### config.mk
export PLATFORM = sky130hd
export DESIGN_NAME = pwm_ramp_seq_flat
export DESIGN_NICKNAME = d
export VERILOG_FILES = /design/src/rtl/pwm_ramp_seq_pkg.sv /design/src/rtl/pwm_ramp_seq_if.sv /design/src/rtl/ramp_tick_gen.sv /design/src/rtl/pwm_ramp_seq.sv /design/src/flat_wrapper.sv
export SDC_FILE = /design/constraint.sdc
export NUM_CORES = 1
export LEC_CHECK = 0
export CORE_AREA = 8 8 107 118
export CTS_CLUSTER_DIAMETER = 40
export DETAILED_ROUTE_END_ITERATION = 6
export DIE_AREA = 0 0 115 126
export GPL_TIMING_DRIVEN = 0
export PLACE_DENSITY = 0.7
export SETUP_SLACK_MARGIN = 0.5
export SLEW_MARGIN = 30
export SYNTH_ARGS = -nofsm -noshare
export SYNTH_HDL_FRONTEND = slang
export SYNTH_SLANG_ARGS = --single-unit
### constraint.sdc
create_clock -name clk -period 4.2 [get_ports clk]
set_input_delay 0.63 -clock clk [delete_from_list [all_inputs] [get_ports clk]]
set_output_delay 0.63 -clock clk [all_outputs]
set_load 0.02 [all_outputs]
### src/rtl/pwm_ramp_seq_pkg.sv
// rtl/pwm_ramp_seq_pkg.sv - shared states, widths and duty step helper for the PWM ramp sequencer
package pwm_ramp_seq_pkg;

    localparam int DUTY_W = 3;
    localparam int DIV_W  = 3;

    typedef enum logic [2:0] {
        ST_IDLE      = 3'd0,
        ST_STAGGER   = 3'd1,
        ST_RAMP_UP   = 3'd2,
        ST_HOLD      = 3'd3,
        ST_RAMP_DOWN = 3'd4,
        ST_FAULT     = 3'd5
    } seq_state_t;

    // One LSB toward the target, holding once it is reached.
    function automatic logic [DUTY_W-1:0] step_toward(input logic [DUTY_W-1:0] cur,
                                                      input logic [DUTY_W-1:0] tgt);
        if (cur < tgt)
            return cur + DUTY_W'(1);
        else if (cur > tgt)
            return cur - DUTY_W'(1);
        else
            return cur;
    endfunction

endpackage

### src/rtl/pwm_ramp_seq_if.sv
// rtl/pwm_ramp_seq_if.sv - control-side and PWM-bank-side signal bundle of the ramp sequencer
interface pwm_ramp_seq_if
    import pwm_ramp_seq_pkg::*;
#(
    parameter int N_CH   = 4,
    parameter int RAMP_W = 16,
    parameter int STAG_W = 8
);
    logic                     start;
    logic                     stop;
    logic                     fault;
    logic                     clr_fault;
    logic [DUTY_W*N_CH-1:0]   target_duty;
    logic [RAMP_W-1:0]        ramp_period;
    logic [STAG_W-1:0]        stagger;
    logic [DIV_W-1:0]         cfg_div;
    logic [N_CH-1:0]          pwm_en;
    logic [DUTY_W*N_CH-1:0]   pwm_duty;
    logic [DIV_W-1:0]         pwm_div;
    logic                     busy;
    logic                     done;
    logic                     fault_flag;

    modport master (
        output start, stop, fault, clr_fault, target_duty, ramp_period, stagger, cfg_div,
        input  pwm_en, pwm_duty, pwm_div, busy, done, fault_flag
    );

    modport slave (
        input  start, stop, fault, clr_fault, target_duty, ramp_period, stagger, cfg_div,
        output pwm_en, pwm_duty, pwm_div, busy, done, fault_flag
    );
endinterface

### src/rtl/ramp_tick_gen.sv
// rtl/ramp_tick_gen.sv - duty step interval counter, one tick every max(period,1) cycles
module ramp_tick_gen #(
    parameter int W = 16
) (
    input  logic         clk,
    input  logic         rst,
    input  logic         clear,
    input  logic [W-1:0] period,
    output logic         tick
);
    logic [W-1:0] cnt;
    logic [W-1:0] last;

    // Compare-and-clear rather than wrap, so a shortened period takes effect at once.
    assign last = (period == '0) ? '0 : period - W'(1);
    assign tick = (cnt >= last);

    always_ff @(posedge clk or posedge rst) begin
        if (rst)
            cnt <= '0;
        else if (clear || tick)
            cnt <= '0;
        else
            cnt <= cnt + W'(1);
    end
endmodule

### src/rtl/pwm_ramp_seq.sv
// rtl/pwm_ramp_seq.sv - staggered enable, soft-start/stop duty ramp and fault shutdown for a PWM bank
module pwm_ramp_seq
    import pwm_ramp_seq_pkg::*;
#(
    parameter int N_CH   = 4,
    parameter int RAMP_W = 16,
    parameter int STAG_W = 8
) (
    input  logic          clk,
    input  logic          rst,
    pwm_ramp_seq_if.slave bus
);
    localparam int CH_W = $clog2(N_CH + 1);

    seq_state_t                   state, state_next;
    logic [N_CH-1:0]              en_q, en_next;
    logic [N_CH-1:0][DUTY_W-1:0]  duty_q, duty_next;
    logic [N_CH-1:0][DUTY_W-1:0]  shadow_q, shadow_next;
    logic [N_CH-1:0][DUTY_W-1:0]  toward, lower;
    logic [DIV_W-1:0]             div_q, div_next;
    logic                         done_q, done_next;
    logic                         busy_q, flag_q;
    logic [CH_W-1:0]              ch_idx, ch_idx_next;
    logic [STAG_W-1:0]            stag_cnt, stag_next;
    logic                         tick;
    logic                         tick_clear;

    assign tick_clear = (state_next != state);

    ramp_tick_gen #(.W(RAMP_W)) u_tick (
        .clk    (clk),
        .rst    (rst),
        .clear  (tick_clear),
        .period (bus.ramp_period),
        .tick   (tick)
    );

    for (genvar i = 0; i < N_CH; i++) begin : g_ch
        assign toward[i] = step_toward(duty_q[i], shadow_q[i]);
        assign lower[i]  = (duty_q[i] != '0) ? duty_q[i] - DUTY_W'(1) : '0;
    end

    always_comb begin
        state_next  = state;
        en_next     = en_q;
        duty_next   = duty_q;
        shadow_next = shadow_q;
        div_next    = div_q;
        done_next   = 1'b0;
        ch_idx_next = ch_idx;
        stag_next   = stag_cnt;

        if (bus.fault) begin
            state_next = ST_FAULT;
            en_next    = '0;
            duty_next  = '0;
        end else begin
            unique case (state)
                ST_IDLE: begin
                    if (bus.start) begin
                        state_next  = ST_STAGGER;
                        shadow_next = bus.target_duty;
                        div_next    = bus.cfg_div;
                        stag_next   = '0;
                        if (bus.stagger == '0) begin
                            en_next     = '1;
                            ch_idx_next = CH_W'(N_CH);
                        end else begin
                            en_next     = N_CH'(1);
                            ch_idx_next = CH_W'(1);
                        end
                    end
                end
                ST_STAGGER: begin
                    if (bus.stop) begin
                        state_next = ST_RAMP_DOWN;
                    end else if (ch_idx == CH_W'(N_CH)) begin
                        state_next = ST_RAMP_UP;
                    end else if (bus.stagger == '0 || stag_cnt >= bus.stagger - STAG_W'(1)) begin
                        for (int i = 0; i < N_CH; i++)
                            if (CH_W'(i) == ch_idx)
                                en_next[i] = 1'b1;
                        ch_idx_next = ch_idx + CH_W'(1);
                        stag_next   = '0;
                    end else begin
                        stag_next = stag_cnt + STAG_W'(1);
                    end
                end
                ST_RAMP_UP: begin
                    if (bus.stop) begin
                        state_next = ST_RAMP_DOWN;
                    end else if (tick) begin
                        duty_next = toward;
                        if (toward == shadow_q) begin
                            state_next = ST_HOLD;
                            done_next  = 1'b1;
                        end
                    end
                end
                ST_HOLD: begin
                    if (bus.stop) begin
                        state_next = ST_RAMP_DOWN;
                    end else if (bus.start) begin
                        state_next  = ST_RAMP_UP;
                        shadow_next = bus.target_duty;
                    end
                end
                ST_RAMP_DOWN: begin
                    if (tick) begin
                        duty_next = lower;
                        if (lower == '0) begin
                            en_next    = '0;
                            done_next  = 1'b1;
                            state_next = ST_IDLE;
                        end
                    end
                end
                ST_FAULT: begin
                    if (bus.clr_fault)
                        state_next = ST_IDLE;
                end
                default: state_next = ST_IDLE;
            endcase
        end
    end

    always_ff @(posedge clk or posedge rst) begin
        if (rst) begin
            state    <= ST_IDLE;
            en_q     <= '0;
            duty_q   <= '0;
            shadow_q <= '0;
            div_q    <= '0;
            done_q   <= 1'b0;
            busy_q   <= 1'b0;
            flag_q   <= 1'b0;
            ch_idx   <= '0;
            stag_cnt <= '0;
        end else begin
            state    <= state_next;
            en_q     <= en_next;
            duty_q   <= duty_next;
            shadow_q <= shadow_next;
            div_q    <= div_next;
            done_q   <= done_next;
            busy_q   <= (state_next != ST_IDLE) && (state_next != ST_FAULT);
            flag_q   <= (state_next == ST_FAULT);
            ch_idx   <= ch_idx_next;
            stag_cnt <= stag_next;
        end
    end

    assign bus.pwm_en     = en_q;
    assign bus.pwm_duty   = duty_q;
    assign bus.pwm_div    = div_q;
    assign bus.busy       = busy_q;
    assign bus.done       = done_q;
    assign bus.fault_flag = flag_q;
endmodule

### src/flat_wrapper.sv
// flat-port wrapper written by rule: the top's interface ports become plain ports
module pwm_ramp_seq_flat import pwm_ramp_seq_pkg::*;
#(
    parameter int N_CH   = 4,
    parameter int RAMP_W = 16,
    parameter int STAG_W = 8
)
  (clk, rst, bus_start, bus_stop, bus_fault, bus_clr_fault, bus_target_duty, bus_ramp_period, bus_stagger, bus_cfg_div, bus_pwm_en, bus_pwm_duty, bus_pwm_div, bus_busy, bus_done, bus_fault_flag);
  pwm_ramp_seq_if #(.N_CH(N_CH), .RAMP_W(RAMP_W), .STAG_W(STAG_W)) bus_i ();
  input  logic clk;
  input  logic rst;
  input wire logic [$bits(bus_i.start)-1:0] bus_start;
  input wire logic [$bits(bus_i.stop)-1:0] bus_stop;
  input wire logic [$bits(bus_i.fault)-1:0] bus_fault;
  input wire logic [$bits(bus_i.clr_fault)-1:0] bus_clr_fault;
  input wire logic [$bits(bus_i.target_duty)-1:0] bus_target_duty;
  input wire logic [$bits(bus_i.ramp_period)-1:0] bus_ramp_period;
  input wire logic [$bits(bus_i.stagger)-1:0] bus_stagger;
  input wire logic [$bits(bus_i.cfg_div)-1:0] bus_cfg_div;
  output wire logic [$bits(bus_i.pwm_en)-1:0] bus_pwm_en;
  output wire logic [$bits(bus_i.pwm_duty)-1:0] bus_pwm_duty;
  output wire logic [$bits(bus_i.pwm_div)-1:0] bus_pwm_div;
  output wire logic [$bits(bus_i.busy)-1:0] bus_busy;
  output wire logic [$bits(bus_i.done)-1:0] bus_done;
  output wire logic [$bits(bus_i.fault_flag)-1:0] bus_fault_flag;
  assign bus_i.start = bus_start;
  assign bus_i.stop = bus_stop;
  assign bus_i.fault = bus_fault;
  assign bus_i.clr_fault = bus_clr_fault;
  assign bus_i.target_duty = bus_target_duty;
  assign bus_i.ramp_period = bus_ramp_period;
  assign bus_i.stagger = bus_stagger;
  assign bus_i.cfg_div = bus_cfg_div;
  assign bus_pwm_en = bus_i.pwm_en;
  assign bus_pwm_duty = bus_i.pwm_duty;
  assign bus_pwm_div = bus_i.pwm_div;
  assign bus_busy = bus_i.busy;
  assign bus_done = bus_i.done;
  assign bus_fault_flag = bus_i.fault_flag;
  pwm_ramp_seq #(.N_CH(N_CH), .RAMP_W(RAMP_W), .STAG_W(STAG_W)) u_core (.clk(clk), .rst(rst), .bus(bus_i));
endmodule
=== Yosys cells after proc, flatten, opt, wreduce, memory -nomap -nowiden ===
Cells that the tools add are included.
W data, S select, Z words.

* Flip-flop bits (word level): 64
* Bits of input ports: 45
* Output and inout bits: 22
* Logic and storage cells: 166

* Add/sub/neg operators: 13
* Order comparisons: 10
* Eq/ne operators: 30
* Multiplexer cells: 66
* Bitwise operators: 1
* Reduce and logical (&&, ||, !) cells: 26

{| class="wikitable"
|+ Operators with widths
! kind !! number
|-
| $mux W3 || 29
|-
| $mux W12 || 6
|-
| $pmux W12 S2 || 2
|-
| $mux W16 || 2
|-
| $mux W4 || 8
|-
| $mux W8 || 4
|-
| $reduce_and A8 Y1 || 4
|-
| $ne A3 B3 Y1 const B || 7
|-
| $ne A3 B2 Y1 const B || 6
|-
| $pmux W3 S6 || 1
|-
| $reduce_bool A3 Y1 || 6
|-
| $add A16 B1 Y16 const B || 1
|-
| $ge A16 B16 Y1 || 1
|-
| $logic_not A16 Y1 || 1
|-
| $pmux W8 S2 || 1
|-
| $sub A16 B1 Y16 const B || 1
|-
| $add A3 B1 Y3 const B || 5
|-
| $eq A12 B12 Y1 || 1
|-
| $eq A3 B3 Y1 const B || 4
|-
| $gt A3 B3 Y1 || 4
|-
| $logic_not A12 Y1 || 1
|-
| $lt A3 B3 Y1 || 4
|-
| $pmux W4 S3 || 1
|-
| $sub A3 B1 Y3 const B || 4
|-
| other kinds (24) || 42
|}

=== Longest topological paths before layout ===
Gate-level depths: netlist (run 1).

* Depth in word-level cells: 12
* Depth in mapped cells: 17
* Mapped depth without buffers: 15

=== Modules after synthesis ===
From an unflattened synthesis (run 1), not the netlist that was laid out.

* Cell total of the unflattened synthesis: 638
* Area, all modules: 5,716.7 um^2

{| class="wikitable"
|+ Modules (own cells, without submodules)
! module !! times used !! cells an instance !! area each (um^2) !! sequential area each (um^2)
|-
| pwm_ramp_seq || 1 || 451 || 4,040.1 || 1,201.2
|-
| ramp_tick_gen || 1 || 187 || 1,676.6 || 400.4
|}

=== Worst setup path before layout (run 1) ===
No wires, ideal clock.

* Path type: input -> register
* From: input bus_ramp_period[9]
* To: register u_core.en_q[1], in the netlist u_core.bus.pwm_en[1]
* Setup time: 0.076 ns
* Data arrival time: 3.909 ns
* Data required time: 4.124 ns
* Slack: 0.214 ns
* Cell stages on the path: 14
* Buffers on the path: 1
* Path through: or4_1 nor4_1 nand3_1 clkbuf_1 nand2_1 ha_1 a21oi_1 o21ai_1 a2111oi_0 a21boi_2 nor3_1 a221oi_1 o21ai_0 o21ai_1

* Word-level cells in the longest chain between the ends: 5
* Elaborated cells between the ends (all ways): 6
* Classes of those cells: 1 x add/sub; 1 x order compare; 1 x eq/ne; 1 x mux; 2 x reduce/logical

{| class="wikitable"
|+ RTL lines
! what !! line !! RTL
|-
| from (decl) || flat_wrapper.sv:17 || <nowiki>input wire logic [$bits(bus_i.ramp_period)-1:0] bus_ramp_period;</nowiki>
|-
| $sub A16 B1 Y16 or $logic_not A16 Y1 (tied branches) || ramp_tick_gen.sv:15 || <nowiki>assign last = (period == '0) ? '0 : period - W'(1);</nowiki>
|-
| $mux W16 (*) || ramp_tick_gen.sv:15 ||
|-
| $ge A16 B16 Y1 (*) || ramp_tick_gen.sv:16 || <nowiki>assign tick = (cnt >= last);</nowiki>
|-
| $ne A3 B3 Y1 (no line) (*) || n/a ||
|-
| $reduce_and A8 Y1 (no line) (*) || n/a ||
|-
| to (signal assigned) || pwm_ramp_seq.sv:141 || <nowiki>en_q <= en_next;</nowiki>
|-
| to (decl) || pwm_ramp_seq.sv:16 || <nowiki>logic [N_CH-1:0] en_q, en_next;</nowiki>
|}

Every way passes the cells marked *; elsewhere a longest branch is shown, timed or not.
A chain may end at the register's enable or synchronous reset.

=== Worst setup path in the final report (run 1) ===
* From: input bus_ramp_period[11]
* To: register u_core.en_q[3], in the netlist u_core.bus.pwm_en[3]

Same word-level chain as after synthesis.

==> results of run 1 <==
[worst reg2reg max path: stages (launching register included)]
cell and delay [ns]:
dfrtp_1 0.49, inv_1 0.13, ha_1 0.21, inv_1 0.06
ha_1 0.20, or4_1 0.52, nor4_1 0.27, nand4_1 0.31
o31ai_4 0.32, a21oi_2 0.11, o31ai_4 0.30, buf_6 0.19
nor2_2 0.05
[sequential cells by signal (all words and copies together) (netlist names), 3 cells and up]
signal	cells
u_core.ch_idx	3
u_core.stag_cnt	8
u_core.bus.pwm_en	4
u_core.bus.pwm_duty	12
u_core.bus.pwm_div	3
u_core.u_tick.cnt	16
u_core.shadow_q	12
u_core.state	3
[where the power goes]
group,internal [mW],total (mW),switching (mW)
Sequential,0.743,0.887,0.144
Clock,0.429,0.707,0.278
Combinational,0.656,1.47,0.812
[path summary, 6_finish.rpt]
path	endpoint	slack [ns]
worst min register to register	u_core.bus.pwm_div[1]	0.50
worst max register to register	u_core.u_tick.cnt[7]	0.94
worst min-delay path	u_core.bus.pwm_div[1]	0.50
min in group asynchronous	u_core.u_tick.cnt[8]	0.62
max in group asynchronous	u_core.shadow_q[10]	3.05
worst max-delay path	u_core.bus.pwm_en[3]	0.55
[kinds of logic after synthesis]
| logic type | count (synthesis) |
|---|---|
| multiplexers | 14 |
| AND/OR/NAND/NOR | 232 |
| XOR/XNOR | 55 |
| buffers and inverters | 57 |
| adder cells (fa/ha/maj) | 62 |
| flip-flops | 64 |
| AO/OA/AOI/OAI | 133 |
[metrics by stage]
stage                      util  cells
after global placement    0.573    829
final                     0.644    874
after CTS                 0.625    865
after floorplan               -    617
after detailed placement  0.575    830
after global routing      0.644    874
[cell usage in the layout (no fill, tap or decap), types with 5 or more instances in the layout]
cell type,Yosys,routed
buf_4,0,24
nor3_1,14,12
nor4_1,12,7
mux2_2,8,8
xnor2_1,29,29
nor2_1,53,51
and3_1,7,7
clkdlybuf4s50_1,0,53
clkbuf_2,0,5
a21o_1,7,7
nand2b_1,8,8
ha_1,62,58
inv_1,43,42
o21ai_0,38,35
a21oi_1,34,27
nor2_2,10,11
a31oi_1,7,7
a21oi_2,1,5
nand2_1,74,69
o31ai_1,7,7
dfrtp_1,64,64
xor2_1,26,25
clkbuf_1,9,8
mux2i_1,6,6
nand3_1,30,28
buf_6,1,7
clkbuf_16,0,9
[layer usage]
layer	wire length, um	track usage
met1	5800	0.225
met2	7140	0.337
met3	622	0.0311
met4	473	0.109
met5	0	0
[area by class of cell]
cell class,instances,area [um^2],share of cell area
multi-input cells,496,3690,0.534
plain buffers,14,93.8,0.0136
repair buffers,94,886,0.128
well taps,147,184,0.0266
flip-flops and latches,64,1600,0.232
inverters,43,164,0.0237
clock buffers,11,253,0.0366
clock inverters,5,31.3,0.00453
[what timing repair did]
item,CTS,global route
buffers inserted,18,9
setup endpoints to repair,37,34
gates cloned,1,0
hold buffers,0,0
resized for setup,47,46
pin swaps,16,28
==> results.json, run 1 <==
{
  "tightest_slew_ns": 0.667,
  "antenna_cells": 0,
  "synth_edf_count": 0,
  "die_area_mm2": 0.0145,
  "hp-class": "reg2reg",
  "slowest_stage": "or4_4",
  "worstSetupStartpoint": "bus_ramp_period[11]",
  "setup_viol": 0,
  "wl_per_cell_um": 16.1,
  "slew_viol_final": 0,
  "yosysTopAreaCell": "dfrtp_1",
  "fmax_mhz": 274,
  "synthTopCellsByArea": "dfrtp_1 31%, ha_1 15%, nand2_1 5.3%",
  "syn-num-nets": 724,
  "synthXorXnorAreaFrac": 0.0927,
  "synthArstFlopShare": 1.00,
  "dp_worst_setup_slack_ns": -0.665,
  "crit_chain": "buf_6 -> or4_4 -> nor4_4 -> buf_4 -> nand3_4 -> buf_8 -> buf_6 -> nand2_4 -> ha_4 -> a211o_1 -> a21oi_2 -> o21ai_2 -> a21boi_4 -> buf_6 -> o31ai_4 -> a21oi_1 -> nor3_1 -> o31a_1",
  "min-delay-start": "u_core.bus.pwm_div[1]",
  "placement.cell_area_mm2": 0.00616,
  "period_needed_ns": 3.65,
  "synthDistinctLibCells": 58,
  "cp_common_cell": "buf_6",
  "ios": 67,
  "cts_buffers": 9,
  "ant_nets": 0,
  "fillers": 911,
  "worstPathBufferInverterCount": 5,
  "synthTopCellsByCount": "74 x nand2_1, 64 x dfrtp_1, 62 x ha_1",
  "worstHoldPathCells": 1,
  "power_mw": 3.06,
  "slew_headroom": 0.549,
  "synth_compound_area_frac": 0.165,
  "synth_seq_cells": 64,
  "fin_tns_setup_ns": 0,
  "crit_path_start_kind": "input port",
  "dieHeight_um": 126,
  "synthFlopType": "dfrtp_1",
  "synth_most_common_cell": "nand2_1",
  "path_class": "in2reg",
  "worst-path-stages": 18,
  "hold_slack_ns": 0.502,
  "gp_congestion": 0.869,
  "netlist_instances": 617,
  "post-route-period-util": 0.868,
  "yosys.area_share.simple": 0.211,
  "synth.top_cell.area_share": 0.308,
  "initial_utilization": 0.485,
  "setup_ws_ns": 0.554,
  "cts_num_sinks": 64,
  "vias": 4869,
  "cp_max_fo": 8,
  "grt_remaining_overflow": 0,
  "clk_latency_ns": 0.34,
  "syn_area_per_cell_um2": 8.43,
  "via_per_inst": 5.57,
  "cts.clk_slew.worst_paths_ns": 0.05,
  "peakVddDrop_v": 0.000296,
  "drive_gt1_frac": 0.169,
  "muxShareOfSynthArea": 0.0289,
  "yosys_warnings": 0,
  "cts.path.max_buffers": 2,
  "cap_violations": 0,
  "reg2reg_depth": 12,
  "nets": 829,
  "hold_viol_final": 0,
  "hpwl_um": 10100,
  "grtUsageTotal": 0.196,
  "p_per_area_mw_per_mm2": 444,
  "first_pass_iters": 4,
  "status": "completed",
  "area_growth_pct": 32.8,
  "row_count": 40,
  "core_area_mm2": 0.0107,
  "rsz0062_at_grt": "yes",
  "stdcell_area_mm2": 0.00690,
  "cts-root-buf": "clkbuf_16",
  "reg2reg_from": "u_core.bus.pwm_duty[0]",
  "yosysSeqAreaShare": 0.308,
  "worstPathRequired_ns": 4.41,
  "post-route-drc-count": 0,
  "endpoint_kind": "register",
  "p_leak_nw": 3.08,
  "grt_pass1_wl_um": 23200,
  "worst_path_largest_cell_delay_ns": 0.55,
  "crit_arrival_ns": 3.86,
  "grt_max_degree": 42,
  "cts_htree_levels": 3,
  "antenna_found_initial": 0,
  "cts_tree": "done",
  "synth_area_mm2": 0.00520,
  "drtIter0Drc": 227,
  "die_w_um": 115,
  "grt_pass1_vias": 5024,
  "io_buffers": 65,
  "drt_wl_total_um": 14000,
  "critical_path.top_delay_family": "compound AO/OA/AOI/OAI gates",
  "synthAdderAreaFrac": 0.149,
  "finClkSkew_ns": 0.00784,
  "synth_top_family_by_area": "simple AND/OR/NAND/NOR gates"
}
Power figures use the tool's default switching activity.
==> inputs of run 2 (changes only) <==
clock period = 3.6 ns   (was 4.2 ns; I/O delays follow)
==> run 2 against run 1 <==
  * The run now ends with negative setup slack left
  * Via count is essentially flat
  * Final cell count is the same
  * Global-route usage grew 0.34 points
  * Largest power group unchanged
  * Critical endpoint is now u_core.u_tick.cnt[7]
  * Sequential share of layout area shrank 0.67 points
  * Highest routed layer unchanged
  * Core utilization grew 1.9 points
  * Largest cell class unchanged
==> results.json, run 2 (synthesis results as in run 1) <==
{
  "rsz0062_at_grt": "yes",
  "hp-class": "reg2reg",
  "status": "finished, violations left",
  "cp_max_fo": 5,
  "cts-root-buf": "clkbuf_16",
  "wl_per_cell_um": 16.2,
  "row_count": 40,
  "cap_violations": 0,
  "worstPathRequired_ns": 3.81,
  "drt_wl_total_um": 14200,
  "period_needed_ns": 3.62,
  "grt_pass1_vias": 5010,
  "setup_ws_ns": -0.0160,
  "reg2reg_depth": 12,
  "p_switching_mw": 1.46,
  "reg2reg_slack_ns": 0.19,
  "tightest_slew_ns": 0.731,
  "dpl.cell_count": 830,
  "cts.clk_slew.worst_paths_ns": 0.05,
  "post-route-period-util": 1.00,
  "core_area_mm2": 0.0107,
  "finClkSkew_ns": 0.00639,
  "violations": "negative setup slack",
  "crit_arrival_ns": 3.83,
  "largest_register": "u_core.u_tick.cnt",
  "die_w_um": 115,
  "drtIter0Drc": 273,
  "ant_nets": 0,
  "p_int_mw": 2.15,
  "stdcell_area_mm2": 0.00711,
  "hold_viol_final": 0,
  "vias": 4868,
  "via_per_inst": 5.57,
  "endpoint_kind": "register",
  "placement.cell_area_mm2": 0.00616,
  "io_buffers": 65,
  "post-route-drc-count": 0,
  "dieHeight_um": 126,
  "antenna_cells": 0,
  "gp_congestion": 0.893,
  "path_class": "in2reg",
  "p_sw_frac": 0.404,
  "first_pass_iters": 4,
  "p_leak_nw": 3.12,
  "hpwl_um": 10100,
  "fin_cells": 874,
  "largest_reg_flops": 16,
  "grt_remaining_overflow": 0,
  "pwr-share-clk": 0.224,
  "slew_headroom": 0.512,
  "grt_pass1_wl_um": 23500,
  "cts_tree": "done",
  "worstHoldPathCells": 1,
  "peakVddDrop_v": 0.000368,
  "p_comb_frac": 0.487,
  "seq_power_share": 0.289,
  "grt_max_degree": 35,
  "nets": 830,
  "setup_viol": 9,
  "mostFrequentLayoutCell": "dfrtp_1",
  "die_area_mm2": 0.0145,
  "slew_viol_final": 0,
  "clk_latency_ns": 0.33,
  "ios": 67,
  "cts_buffers": 9,
  "crit_path_start_kind": "input port",
  "area_growth_pct": 36.7,
  "cts_htree_levels": 3,
  "cts_num_sinks": 64,
  "dp_worst_setup_slack_ns": -1.18,
  "drive_gt1_frac": 0.206,
  "p_per_area_mw_per_mm2": 507,
  "antenna_found_initial": 0,
  "initial_utilization": 0.485,
  "final_cell_mix": "64 x dfrtp_1, 63 x nand2_1, 56 x ha_1, 51 x clkdlybuf4s50_1, 46 x nor2_1",
  "cts.path.max_buffers": 2,
  "grtUsageTotal": 0.199,
  "fmax_mhz": 277,
  "power_mw": 3.61
}
-- run 2: worst paths after layout --
kind                                         from               endpoint
min                         u_core.bus.pwm_div[2]  u_core.bus.pwm_div[2]
min reg2reg                 u_core.bus.pwm_div[2]  u_core.bus.pwm_div[2]
max in group asynchronous                     rst     u_core.shadow_q[8]
max                           bus_ramp_period[11]   u_core.u_tick.cnt[7]
min in group asynchronous                     rst  u_core.bus.fault_flag
max reg2reg                u_core.bus.pwm_duty[0]   u_core.u_tick.cnt[7]
-- run 2: critical path, cell delays in order --
cell	delay [ns]
buf_8	0.09
or4_4	0.55
nor4_4	0.29
buf_4	0.19
nand3_4	0.09
buf_6	0.14
buf_6	0.12
nand2_2	0.07
ha_4	0.14
a21oi_4	0.06
o21ai_4	0.19
a2111oi_4	0.07
a21boi_4	0.16
buf_6	0.15
o31ai_4	0.29
a21oi_2	0.11
o31ai_4	0.31
buf_6	0.20
nor2_2	0.04
-- run 2: metrics by stage --
stage / setup TNS (ns) / utilization / hold slack, ns
after floorplan: -0.169 / - / 0.477
after global placement: -34.17 / 0.573 / 0.493
after detailed placement: -37.53 / 0.575 / 0.501
after CTS: 0 / 0.642 / 0.509
after global routing: -3.63 / 0.664 / 0.538
final: -0.0748 / 0.664 / 0.504
-- run 2: layout make-up --
type	instances	area [um^2]
clock inverters	3	17.5
inverters	43	164
clock buffers	12	256
well taps	147	184
flip-flops and latches	64	1600
plain buffers	14	101
repair buffers	95	946
fillers	890	3600
multi-input cells	496	3840
-- run 2: per-layer routing --
| metal | global-route usage | share of wire | wire length (um) | vias to the layer above |
|---|---|---|---|---|
| met4 | 0.0774 | 0.020 | 277 | 0 |
| met1 | 0.233 | 0.41 | 5870 | 2345 |
| met3 | 0.0359 | 0.046 | 648 | 24 |
| met5 | 0 | 0 | 0 | - |
| li1 | - | - | - | 2391 |
| met2 | 0.350 | 0.52 | 7400 | 108 |
-- run 2: power by group through the flow --
stage | Sequential [mW] | Combinational [mW] | Clock (mW)
final | 1.04 | 1.76 | 0.806
after global routing | 1.07 | 1.95 | 0.852
after CTS | 1.04 | 1.73 | 0.824
after detailed placement | 1.05 | 1.63 | 0
after global placement | 1.04 | 1.58 | 0
after floorplan | 1.07 | 1.13 | 0
-- run 2: what timing repair did --
| action | in CTS | in global routing |
|---|---|---|
| hold buffers | 0 | 0 |
| setup buffers | 18 | 8 |
| resized for setup | 117 | 36 |
| pin swaps | 39 | 30 |
| gates cloned | 3 | 0 |
| setup endpoints to repair | 45 | 42 |
